<file path="src/rtl/inst_queue_mp_if.sv">
// Fetch/issue-side bundle for the multi-port instruction queue.
// master = fetch/issue logic driving the queue; slave = the queue itself.
interface inst_queue_mp_if #(
  parameter int DATA_W   = 32,
  parameter int ADDR_W   = 32,
  parameter int DEPTH    = 16,
  parameter int WR_PORTS = 2,
  parameter int RD_PORTS = 2,
  parameter int CNT_W    = $clog2(DEPTH) + 1
);
  logic                         flush;
  logic                         flush_keep;
  logic [WR_PORTS-1:0]          wr_valid;
  logic [WR_PORTS*DATA_W-1:0]   wr_data;
  logic [WR_PORTS*ADDR_W-1:0]   wr_pc;
  logic [RD_PORTS-1:0]          rd_req;
  logic [RD_PORTS-1:0]          rd_valid;
  logic [RD_PORTS*DATA_W-1:0]   rd_data;
  logic [RD_PORTS*ADDR_W-1:0]   rd_pc;
  logic                         rd_is_ds;
  logic [CNT_W-1:0]             count;
  logic                         empty;
  logic                         full;
  logic                         overflow;
  logic                         ds_wait;
  logic [63:0]                  issued_total;

  modport master (
    output flush, flush_keep, wr_valid, wr_data, wr_pc, rd_req,
    input  rd_valid, rd_data, rd_pc, rd_is_ds, count, empty, full,
           overflow, ds_wait, issued_total
  );

  modport slave (
    input  flush, flush_keep, wr_valid, wr_data, wr_pc, rd_req,
    output rd_valid, rd_data, rd_pc, rd_is_ds, count, empty, full,
           overflow, ds_wait, issued_total
  );
endinterface

</file>
<file path="src/rtl/inst_queue_mp.sv">
// Multi-port instruction queue, fetch to issue; writes visible on rd_* one cycle after accept.
// No stall: a write cycle that does not fit is dropped whole and flagged sticky in overflow.
module inst_queue_mp #(
  parameter int DATA_W   = 32,
  parameter int ADDR_W   = 32,
  parameter int DEPTH    = 16,
  parameter int WR_PORTS = 2,
  parameter int RD_PORTS = 2,
  parameter int CNT_W    = $clog2(DEPTH) + 1
) (
  input  logic           clk,
  input  logic           rst,
  inst_queue_mp_if.slave q
);
  localparam int PTR_W = CNT_W - 1;

  typedef struct packed {
    logic [DATA_W-1:0] data;
    logic [ADDR_W-1:0] pc;
  } entry_t;

  entry_t            mem [DEPTH];

  logic [PTR_W-1:0]  head, head_n;
  logic [PTR_W-1:0]  tail, tail_n;
  logic [CNT_W-1:0]  count, count_n;
  logic              ds_flag, ds_flag_n;
  logic              ds_wait, ds_wait_n;
  logic              overflow, overflow_n;
  logic [63:0]       issued_total, issued_n;

  logic [RD_PORTS-1:0] rd_vld;
  logic [CNT_W-1:0]    pop;
  logic [CNT_W-1:0]    push;
  logic [CNT_W-1:0]    space;
  logic                push_ok;
  entry_t              keep_ent;
  entry_t              lane_ent [WR_PORTS];

  logic [WR_PORTS-1:0] wen;
  logic [PTR_W-1:0]    waddr [WR_PORTS];
  entry_t              wdat  [WR_PORTS];

  // Read lanes: only the head lane is exposed while a delay-slot entry sits there.
  always_comb begin
    rd_vld    = '0;
    q.rd_data = '0;
    q.rd_pc   = '0;
    for (int i = 0; i < RD_PORTS; i++) begin
      rd_vld[i] = (CNT_W'(i) < count) && !(ds_flag && (i > 0));
      if (rd_vld[i]) begin
        q.rd_data[i*DATA_W +: DATA_W] = mem[head + PTR_W'(i)].data;
        q.rd_pc[i*ADDR_W +: ADDR_W]   = mem[head + PTR_W'(i)].pc;
      end
    end
  end

  always_comb begin
    pop  = '0;
    push = '0;
    for (int i = 0; i < RD_PORTS; i++)
      pop = pop + CNT_W'(q.rd_req[i] & rd_vld[i]);
    for (int i = 0; i < WR_PORTS; i++)
      push = push + CNT_W'(q.wr_valid[i]);
  end

  // Space is judged before this cycle's pops; issue and fetch are not coupled.
  assign space    = CNT_W'(DEPTH) - count;
  assign push_ok  = (push <= space);
  assign keep_ent = mem[head + pop[PTR_W-1:0]];

  always_comb begin
    for (int i = 0; i < WR_PORTS; i++)
      lane_ent[i] = '{data: q.wr_data[i*DATA_W +: DATA_W], pc: q.wr_pc[i*ADDR_W +: ADDR_W]};
  end

  always_comb begin
    head_n     = head;
    tail_n     = tail;
    count_n    = count;
    ds_flag_n  = ds_flag;
    ds_wait_n  = ds_wait;
    overflow_n = overflow;
    issued_n   = issued_total + 64'(pop);
    wen        = '0;
    for (int i = 0; i < WR_PORTS; i++) begin
      waddr[i] = tail + PTR_W'(i);
      wdat[i]  = lane_ent[i];
    end

    if (q.flush) begin
      head_n     = '0;
      tail_n     = '0;
      count_n    = '0;
      ds_flag_n  = 1'b0;
      ds_wait_n  = 1'b0;
      overflow_n = 1'b0;
      if (q.flush_keep) begin
        // Survivor is the oldest entry not issued this cycle, else fetch lane 0.
        if (count > pop) begin
          wen[0]    = 1'b1;
          waddr[0]  = '0;
          wdat[0]   = keep_ent;
          tail_n    = PTR_W'(1);
          count_n   = CNT_W'(1);
          ds_flag_n = 1'b1;
        end else if (q.wr_valid[0]) begin
          wen[0]    = 1'b1;
          waddr[0]  = '0;
          tail_n    = PTR_W'(1);
          count_n   = CNT_W'(1);
          ds_flag_n = 1'b1;
        end else begin
          ds_wait_n = 1'b1;
        end
      end
    end else if (ds_wait) begin
      // Queue is empty with pointers at 0; the next fetched lane 0 is the delay slot.
      if (q.wr_valid[0]) begin
        wen[0]    = 1'b1;
        waddr[0]  = '0;
        tail_n    = PTR_W'(1);
        count_n   = CNT_W'(1);
        ds_flag_n = 1'b1;
        ds_wait_n = 1'b0;
      end
    end else begin
      if (q.rd_req[0] && rd_vld[0])
        ds_flag_n = 1'b0;
      if (push_ok) begin
        wen     = q.wr_valid;
        tail_n  = tail + push[PTR_W-1:0];
        count_n = count + push - pop;
      end else begin
        overflow_n = 1'b1;
        count_n    = count - pop;
      end
      head_n = head + pop[PTR_W-1:0];
    end
  end

  always_ff @(posedge clk or posedge rst) begin
    if (rst) begin
      head         <= '0;
      tail         <= '0;
      count        <= '0;
      ds_flag      <= 1'b0;
      ds_wait      <= 1'b0;
      overflow     <= 1'b0;
      issued_total <= '0;
    end else begin
      head         <= head_n;
      tail         <= tail_n;
      count        <= count_n;
      ds_flag      <= ds_flag_n;
      ds_wait      <= ds_wait_n;
      overflow     <= overflow_n;
      issued_total <= issued_n;
    end
  end

  always_ff @(posedge clk) begin
    for (int i = 0; i < WR_PORTS; i++)
      if (wen[i])
        mem[waddr[i]] <= wdat[i];
  end

  assign q.rd_valid     = rd_vld;
  assign q.rd_is_ds     = ds_flag;
  assign q.count        = count;
  assign q.empty        = (count == '0);
  assign q.full         = (space < CNT_W'(WR_PORTS));
  assign q.overflow     = overflow;
  assign q.ds_wait      = ds_wait;
  assign q.issued_total = issued_total;
endmodule

</file>
<file path="src/flat_wrapper.sv">
// flat-port wrapper written by rule: the top's interface ports become plain ports
module inst_queue_mp_flat 
#(
  parameter int DATA_W   = 32,
  parameter int ADDR_W   = 32,
  parameter int DEPTH    = 16,
  parameter int WR_PORTS = 2,
  parameter int RD_PORTS = 2,
  parameter int CNT_W    = $clog2(DEPTH) + 1
)
  (clk, rst, q_flush, q_flush_keep, q_wr_valid, q_wr_data, q_wr_pc, q_rd_req, q_rd_valid, q_rd_data, q_rd_pc, q_rd_is_ds, q_count, q_empty, q_full, q_overflow, q_ds_wait, q_issued_total);
  inst_queue_mp_if #(.DATA_W(DATA_W), .ADDR_W(ADDR_W), .DEPTH(DEPTH), .WR_PORTS(WR_PORTS), .RD_PORTS(RD_PORTS), .CNT_W(CNT_W)) q_i ();
  input  logic clk;
  input  logic rst;
  input wire logic [$bits(q_i.flush)-1:0] q_flush;
  input wire logic [$bits(q_i.flush_keep)-1:0] q_flush_keep;
  input wire logic [$bits(q_i.wr_valid)-1:0] q_wr_valid;
  input wire logic [$bits(q_i.wr_data)-1:0] q_wr_data;
  input wire logic [$bits(q_i.wr_pc)-1:0] q_wr_pc;
  input wire logic [$bits(q_i.rd_req)-1:0] q_rd_req;
  output wire logic [$bits(q_i.rd_valid)-1:0] q_rd_valid;
  output wire logic [$bits(q_i.rd_data)-1:0] q_rd_data;
  output wire logic [$bits(q_i.rd_pc)-1:0] q_rd_pc;
  output wire logic [$bits(q_i.rd_is_ds)-1:0] q_rd_is_ds;
  output wire logic [$bits(q_i.count)-1:0] q_count;
  output wire logic [$bits(q_i.empty)-1:0] q_empty;
  output wire logic [$bits(q_i.full)-1:0] q_full;
  output wire logic [$bits(q_i.overflow)-1:0] q_overflow;
  output wire logic [$bits(q_i.ds_wait)-1:0] q_ds_wait;
  output wire logic [$bits(q_i.issued_total)-1:0] q_issued_total;
  assign q_i.flush = q_flush;
  assign q_i.flush_keep = q_flush_keep;
  assign q_i.wr_valid = q_wr_valid;
  assign q_i.wr_data = q_wr_data;
  assign q_i.wr_pc = q_wr_pc;
  assign q_i.rd_req = q_rd_req;
  assign q_rd_valid = q_i.rd_valid;
  assign q_rd_data = q_i.rd_data;
  assign q_rd_pc = q_i.rd_pc;
  assign q_rd_is_ds = q_i.rd_is_ds;
  assign q_count = q_i.count;
  assign q_empty = q_i.empty;
  assign q_full = q_i.full;
  assign q_overflow = q_i.overflow;
  assign q_ds_wait = q_i.ds_wait;
  assign q_issued_total = q_i.issued_total;
  inst_queue_mp #(.DATA_W(DATA_W), .ADDR_W(ADDR_W), .DEPTH(DEPTH), .WR_PORTS(WR_PORTS), .RD_PORTS(RD_PORTS), .CNT_W(CNT_W)) u_core (.clk(clk), .rst(rst), .q(q_i));
endmodule
</file>
<file path="config.mk">
export PLATFORM = sky130hd
export DESIGN_NAME = inst_queue_mp_flat
export DESIGN_NICKNAME = d
export VERILOG_FILES = /design/src/rtl/inst_queue_mp_if.sv /design/src/rtl/inst_queue_mp.sv /design/src/flat_wrapper.sv
export SDC_FILE = /design/constraint.sdc
export NUM_CORES = 2
export LEC_CHECK = 0
export CORE_UTILIZATION = 59
export DETAILED_ROUTE_END_ITERATION = 7
export GPL_TIMING_DRIVEN = 1
export PLACE_DENSITY = 0.86
export SYNTH_ARGS = -nofsm -noshare
export SYNTH_HDL_FRONTEND = slang
export SYNTH_SLANG_ARGS = --single-unit
export TNS_END_PERCENT = 100
</file>
<file path="constraint.sdc">
create_clock -name clk -period 9.2 [get_ports clk]
set_clock_uncertainty 0.2 [all_clocks]
set_input_delay 1.84 -clock clk [delete_from_list [all_inputs] [get_ports clk]]
set_output_delay 1.84 -clock clk [all_outputs]
set_load 0.01 [all_outputs]
</file>
[Yosys cells after proc, flatten, opt, wreduce, memory -nomap -nowiden]
Memories as Yosys holds them, arrays and structs flattened.
Cells that the tools add are included.
Word-level totals
  bits of input ports: 136
  RAM bits: 1024
  logic and storage cells: 90
  memory bits (read-only): 0
  memories kept: 1
  latch bits: 0
  output and inout port bits: 204
  flip-flop bits (word level): 80
Memories
  u_core.mem: depth 16, bits a word 64, read ports 3, clocked after memory_dff 0, wr ports 2, RTL line inst_queue_mp.sv:22  | entry_t mem [DEPTH];
Cells by class
  $lt $le $gt $ge: 5
  divide/modulo/power cells: 0
  $add $sub $neg: 11
  $mul: 0
  reductions and logical operators: 9
  shifts and indexed selects: 0
  bitwise operators: 2
  eq/ne operators: 3
  mux-type cells: 52
Operators by type and width (count)
  64-bit 2-to-1 mux: 3
  32-bit 2-to-1 mux: 4
  64-bit by 5-bit adder with 64-bit output: 1
  4-bit 2-to-1 mux: 13
  5-bit 2-to-1 mux: 6
  1-bit 2-to-1 mux: 25
  5-bit adder: 2
  1-bit by 5-bit less-than comparator with 1-bit output, first input constant: 2
  5-bit subtractor: 2
  4-bit by 1-bit adder with 4-bit output, second input constant: 2
  4-bit adder: 2
  2-bit AND reduction: 3
  3-bit nonzero test: 2
  5-bit > comparator: 1
  5-bit less-or-equal comparator: 1
  5-bit zero test: 1
  5-bit by 2-bit less-than comparator with 1-bit output, second input constant: 1
  5-bit subtractor, first input constant: 1
  2-bit != test, second input constant: 2
  3-bit != test, second input constant: 1
  1-bit by 1-bit adder with 2-bit output: 1
  1-bit bitwise AND: 2
  1-bit logical AND: 2
  2-bit 2-to-1 mux: 1
  1-bit zero test: 1

[Longest topological paths before layout]
  depth in word-level cells: 10
  depth in mapped cells: 20

[Worst setup path before layout]
Ideal clock, no wire load.
  kind: input to register
  start: in q_rd_req[0]
  end: mem u_core.mem[12][0] (netlist bit), enable pin
  setup time: 581 ps
  stages on the path: 9
  required time: 8419 ps
  data arrival time: 8267 ps
  setup slack: 152 ps
  buffers on the path: 0
  cell sequence: and2_1 ha_1 inv_1 ha_1 nor2b_1 o31ai_1 a21o_1 o2111ai_1 o31ai_1
RTL lines
  start: declaration: RTL line flat_wrapper.sv:20  | input wire logic [$bits(q_i.rd_req)-1:0] q_rd_req;
  end: declaration: RTL line inst_queue_mp.sv:22

[Worst setup path after layout]
  start: reg u_core.head[0]
  end: out q_rd_data[48]
Between the ends
  cells in the longest elaborated chain, start to end: 3
RTL lines
  start: declaration: RTL line inst_queue_mp.sv:24  | logic [PTR_W-1:0] head, head_n;
  start signal: assignment: RTL line inst_queue_mp.sv:152  | head <= head_n;
  4-bit by 1-bit adder with 4-bit output: RTL line inst_queue_mp.sv:52  | q.rd_data[i*DATA_W +: DATA_W] = mem[head + PTR_W'(i)].data;
  memory 16 x 64 bit
  32-bit 2-to-1 mux: RTL line inst_queue_mp.sv:51  | if (rd_vld[i]) begin
  end: declaration: RTL line flat_wrapper.sv:22  | output wire logic [$bits(q_i.rd_data)-1:0] q_rd_data;
Every way passes these cells.

==> flow_summary.ini <==
[outcome]
violations = DRC
status = finished, violations left

[worst_setup_path]
startpoint = u_core.head[0]
r2r_start = u_core.q.count[3]
reg2reg_slack_ns = 3.07
cp_max_fo = 60
reg2regPathDepth = 15
start_kind = flip-flop
critPathCapture = q_rd_data[48]
critPathRequiredTime_ns = 7.16
crit_arrival_ns = 5.41
cp-end-kind = output pin
reg2reg_to = u_core.mem[4][43]
path_class = reg -> out

[sta]
fin_crit_sh = 0.8095
fin_crit_ns = 7.448
hold_violations = 0
max_slew.worst_pin.slew_ns = 1.286
rsz0062_at_grt = no
relSlewSlack = 0.1377
hold_ws_ns = 0.2776
setup_viol = 0
tns_ns = 0
max_freq_mhz = 134.3
maxSlewViolCount = 0

[floorplanning]
die-area_sq_mm = 0.1268
die_h_um = 356.1
initial_utilization = 0.5967
io_pins = 340
core_area_sq_mm = 0.1240
rows = 129
die_x_um = 356.1

[power]
p_comb_frac = 0.585
power_leakage_uw = 0.02688
switching_share = 0.3690
p_per_area_mw_per_mm2 = 346.0
sequentialPowerShare = 0.245
p_sw_uw = 10440
ir_drop_uv = 390.0
total_power_uw = 28290
pwr-share-clk = 0.171
p_int_uw = 17850

[placed_design]
portBuffers = 339
globalplace.congestion = 0.8751
placed_cell_area_sq_mm = 0.07788
place_hpwl_um = 130200

[clock_tree]
h-tree-depth = 3
clock_path_buffers = 3
root_buffer = clkbuf_16
clock_sink_count = 1104
cts_made_buffers = 117
tritoncts = done
clk-insertion-delay-late_ns = 0.74
clkSlewWorstSetupHoldPaths_ns = 0.06
post_cts_buffers = 0
hold_buffers = 0
cts_resized = 0

[synth]
synth_warnings = 0
avgSynthCellArea_sq_um = 15.40
synth_edf_count = 1024
synthFlopType = edfxtp_1
ys_seq_area_frac = 0.4428
yosysUniqueCellTypes = 55
synth_nets = 4968
postSynthCellCount = 4804
synth-seq-cells = 1104
mappedNetlistArea_sq_mm = 0.07397
async_reset_ff_frac = 0.07246

[finish]
area_growth_pct = 10.54
fin_nets = 4959
stdcell_area_sq_mm = 0.08176
layout-drive-gt1-share = 0.4439
postLayoutCoreUtil = 0.6596

[routing]
dr_total_vias = 51010
drtIter0Drc = 8585
drc_errors = 32
wire_per_inst_um = 35.62
via_per_inst = 7.785
wl_um = 233400
firstDrtPassIters = 8
ant_nets = 0

[flow_run]
maxCapViolCount = 0

[global_routing]
grt_usage = 0.3655
grt_pass1_vias = 51040
overflow = 0
grt_start_max_net_pins = 151
grt_pass1_wl_um = 337400
antenna_found_initial = 24

[hold_path]
hold_path.class = reg -> reg
power groups by stage:
stage / clock network, uW / logic (uW) / registers [uW]
6_report: 4830 / 16500 / 6920
5_1_grt: 5010 / 17300 / 6960
4_1_cts: 4820 / 16400 / 6900
3_5_place_dp: 0 / 16300 / 7000
3_3_place_gp: 0 / 15900 / 6940
2_1_floorplan: 0 / 12200 / 6900
worst max-delay path: stages, from the launching register on:
cell and delay [ns]:
dfrtp_4 0.84, buf_4 0.87, buf_4 0.91, mux4_2 0.35
nor2b_1 0.13, a211oi_1 0.08, a211oi_1 0.74, clkdlybuf4s50_1 0.68
layer usage:
layer,track usage,vias to the layer above,routed length (um)
met5,0,-,79
met4,0.2215,12,15950
met3,0.1009,998,33230
met2,0.5683,4658,109200
met1,0.4585,25660,74940
li1,-,19680,-
kinds of logic after synthesis:
family,share of synthesized area
XOR/XNOR,0.008170
buffers and inverters,0.04153
AND/OR/NAND/NOR,0.05283
multiplexers,0.4161
flip-flops,0.4428
AO/OA/AOI/OAI,0.03321
adder cells (fa/ha/maj),0.005345
metrics by stage:
| stage | std cells | worst slack (ns) |
|---|---|---|
| after floorplan | 4804 | 0.1522 |
| after global placement | 6313 | 2.269 |
| after detailed placement | 6313 | 2.248 |
| after CTS | 6532 | 1.777 |
| after global routing | 6543 | 1.625 |
| final | 6553 | 1.752 |
cell usage in the layout (no fill, tap or decap), types with 14 or more instances in the layout:
master           netlist  routed
edfxtp_1            1024    1024
mux2_2               897     897
mux4_2               832     832
clkdlybuf4s50_1        0     339
mux2i_1              194     194
nor2_1               168     167
a31oi_1              130     130
a211oi_1             129     129
clkbuf_16              0     118
nand2_1              105      92
nand3_1               88      84
dfrtp_1               80      77
and2_1                73      73
buf_4                 67      73
nor2b_1               71      71
nand3_2               64      64
nand2_2               64      64
xnor2_1               47      47
o21ai_0               53      42
o21ai_1               33      33
clkinv_1               0      29
inv_1                 28      27
nand4_1               23      23
clkinv_2               0      22
clkbuf_1             217      22
diode_2                0      21
ha_1                  22      20
buf_12                 0      20
xor2_1                22      19
and3_1                18      18
a21oi_1               16      16
bufinv_16              0      14
registers in the layout, summed over array words and instances (netlist names):
name	count
u_core.head	4
u_core.mem	1024
u_core.q.ds_wait	1
u_core.tail	4
u_core.q.rd_is_ds	1
u_core.q.count	5
u_core.q.overflow	1
u_core.q.issued_total	64
worst min path at each step:
| stage | startpoint | to | slack, ns | cells after the start |
|---|---|---|---|---|
| after floorplan | u_core.q.issued_total[63] | u_core.q.issued_total[63] | 0.31 | 1 |
| after global placement | u_core.q.issued_total[63] | u_core.q.issued_total[63] | 0.26 | 1 |
| after detailed placement | u_core.q.issued_total[63] | u_core.q.issued_total[63] | 0.27 | 1 |
| after CTS | u_core.q.issued_total[63] | u_core.q.issued_total[63] | 0.28 | 1 |
| after global routing | u_core.q.issued_total[63] | u_core.q.issued_total[63] | 0.30 | 1 |
| final | u_core.q.issued_total[63] | u_core.q.issued_total[63] | 0.28 | 1 |
cell type report:
class / count / area, sq um
Sequential cell: 1104 / 32760
Clock buffer: 145 / 3104
Multi-Input combinational cell: 3111 / 38610
Fill cell: 8255 / 42200
Inverter: 29 / 115.1
Antenna cell: 21 / 52.55
Timing Repair Buffer: 432 / 4342
Clock inverter: 74 / 723.2
Tap cell: 1637 / 2048
synthesized netlist by cell type, types with 3 or more instances:
cell	count	area (sq um)
o31ai_1	6	45.04
nor2b_1	71	444.2
ha_1	22	275.3
dfrtp_1	80	2002
a211oi_1	129	968.4
o21ai_0	53	265.3
nand3_2	64	640.6
nand4_1	23	143.9
inv_1	28	105.1
clkbuf_1	217	814.5
o21ai_1	33	165.2
buf_1	24	90.09
nor3_1	7	35.03
or3_1	4	25.02
xor2_1	22	192.7
buf_2	204	1021
and4_1	5	43.79
mux4_2	832	18740
buf_4	67	503.0
nand2b_1	8	50.05
fa_1	6	120.1
edfxtp_1	1024	30750
o22ai_1	3	18.77
a31oi_1	130	813.3
nand3_1	88	440.4
nand2_1	105	394.1
nand2_2	64	400.4
mux2_2	897	10100
xnor2_1	47	411.6
nor2_1	168	630.6
a21o_1	3	22.52
and3_1	18	112.6
mux2i_1	194	1942
buf_6	47	529.3
a21oi_1	16	80.08
and2_1	73	456.7
Power figures use the tool's default switching activity.
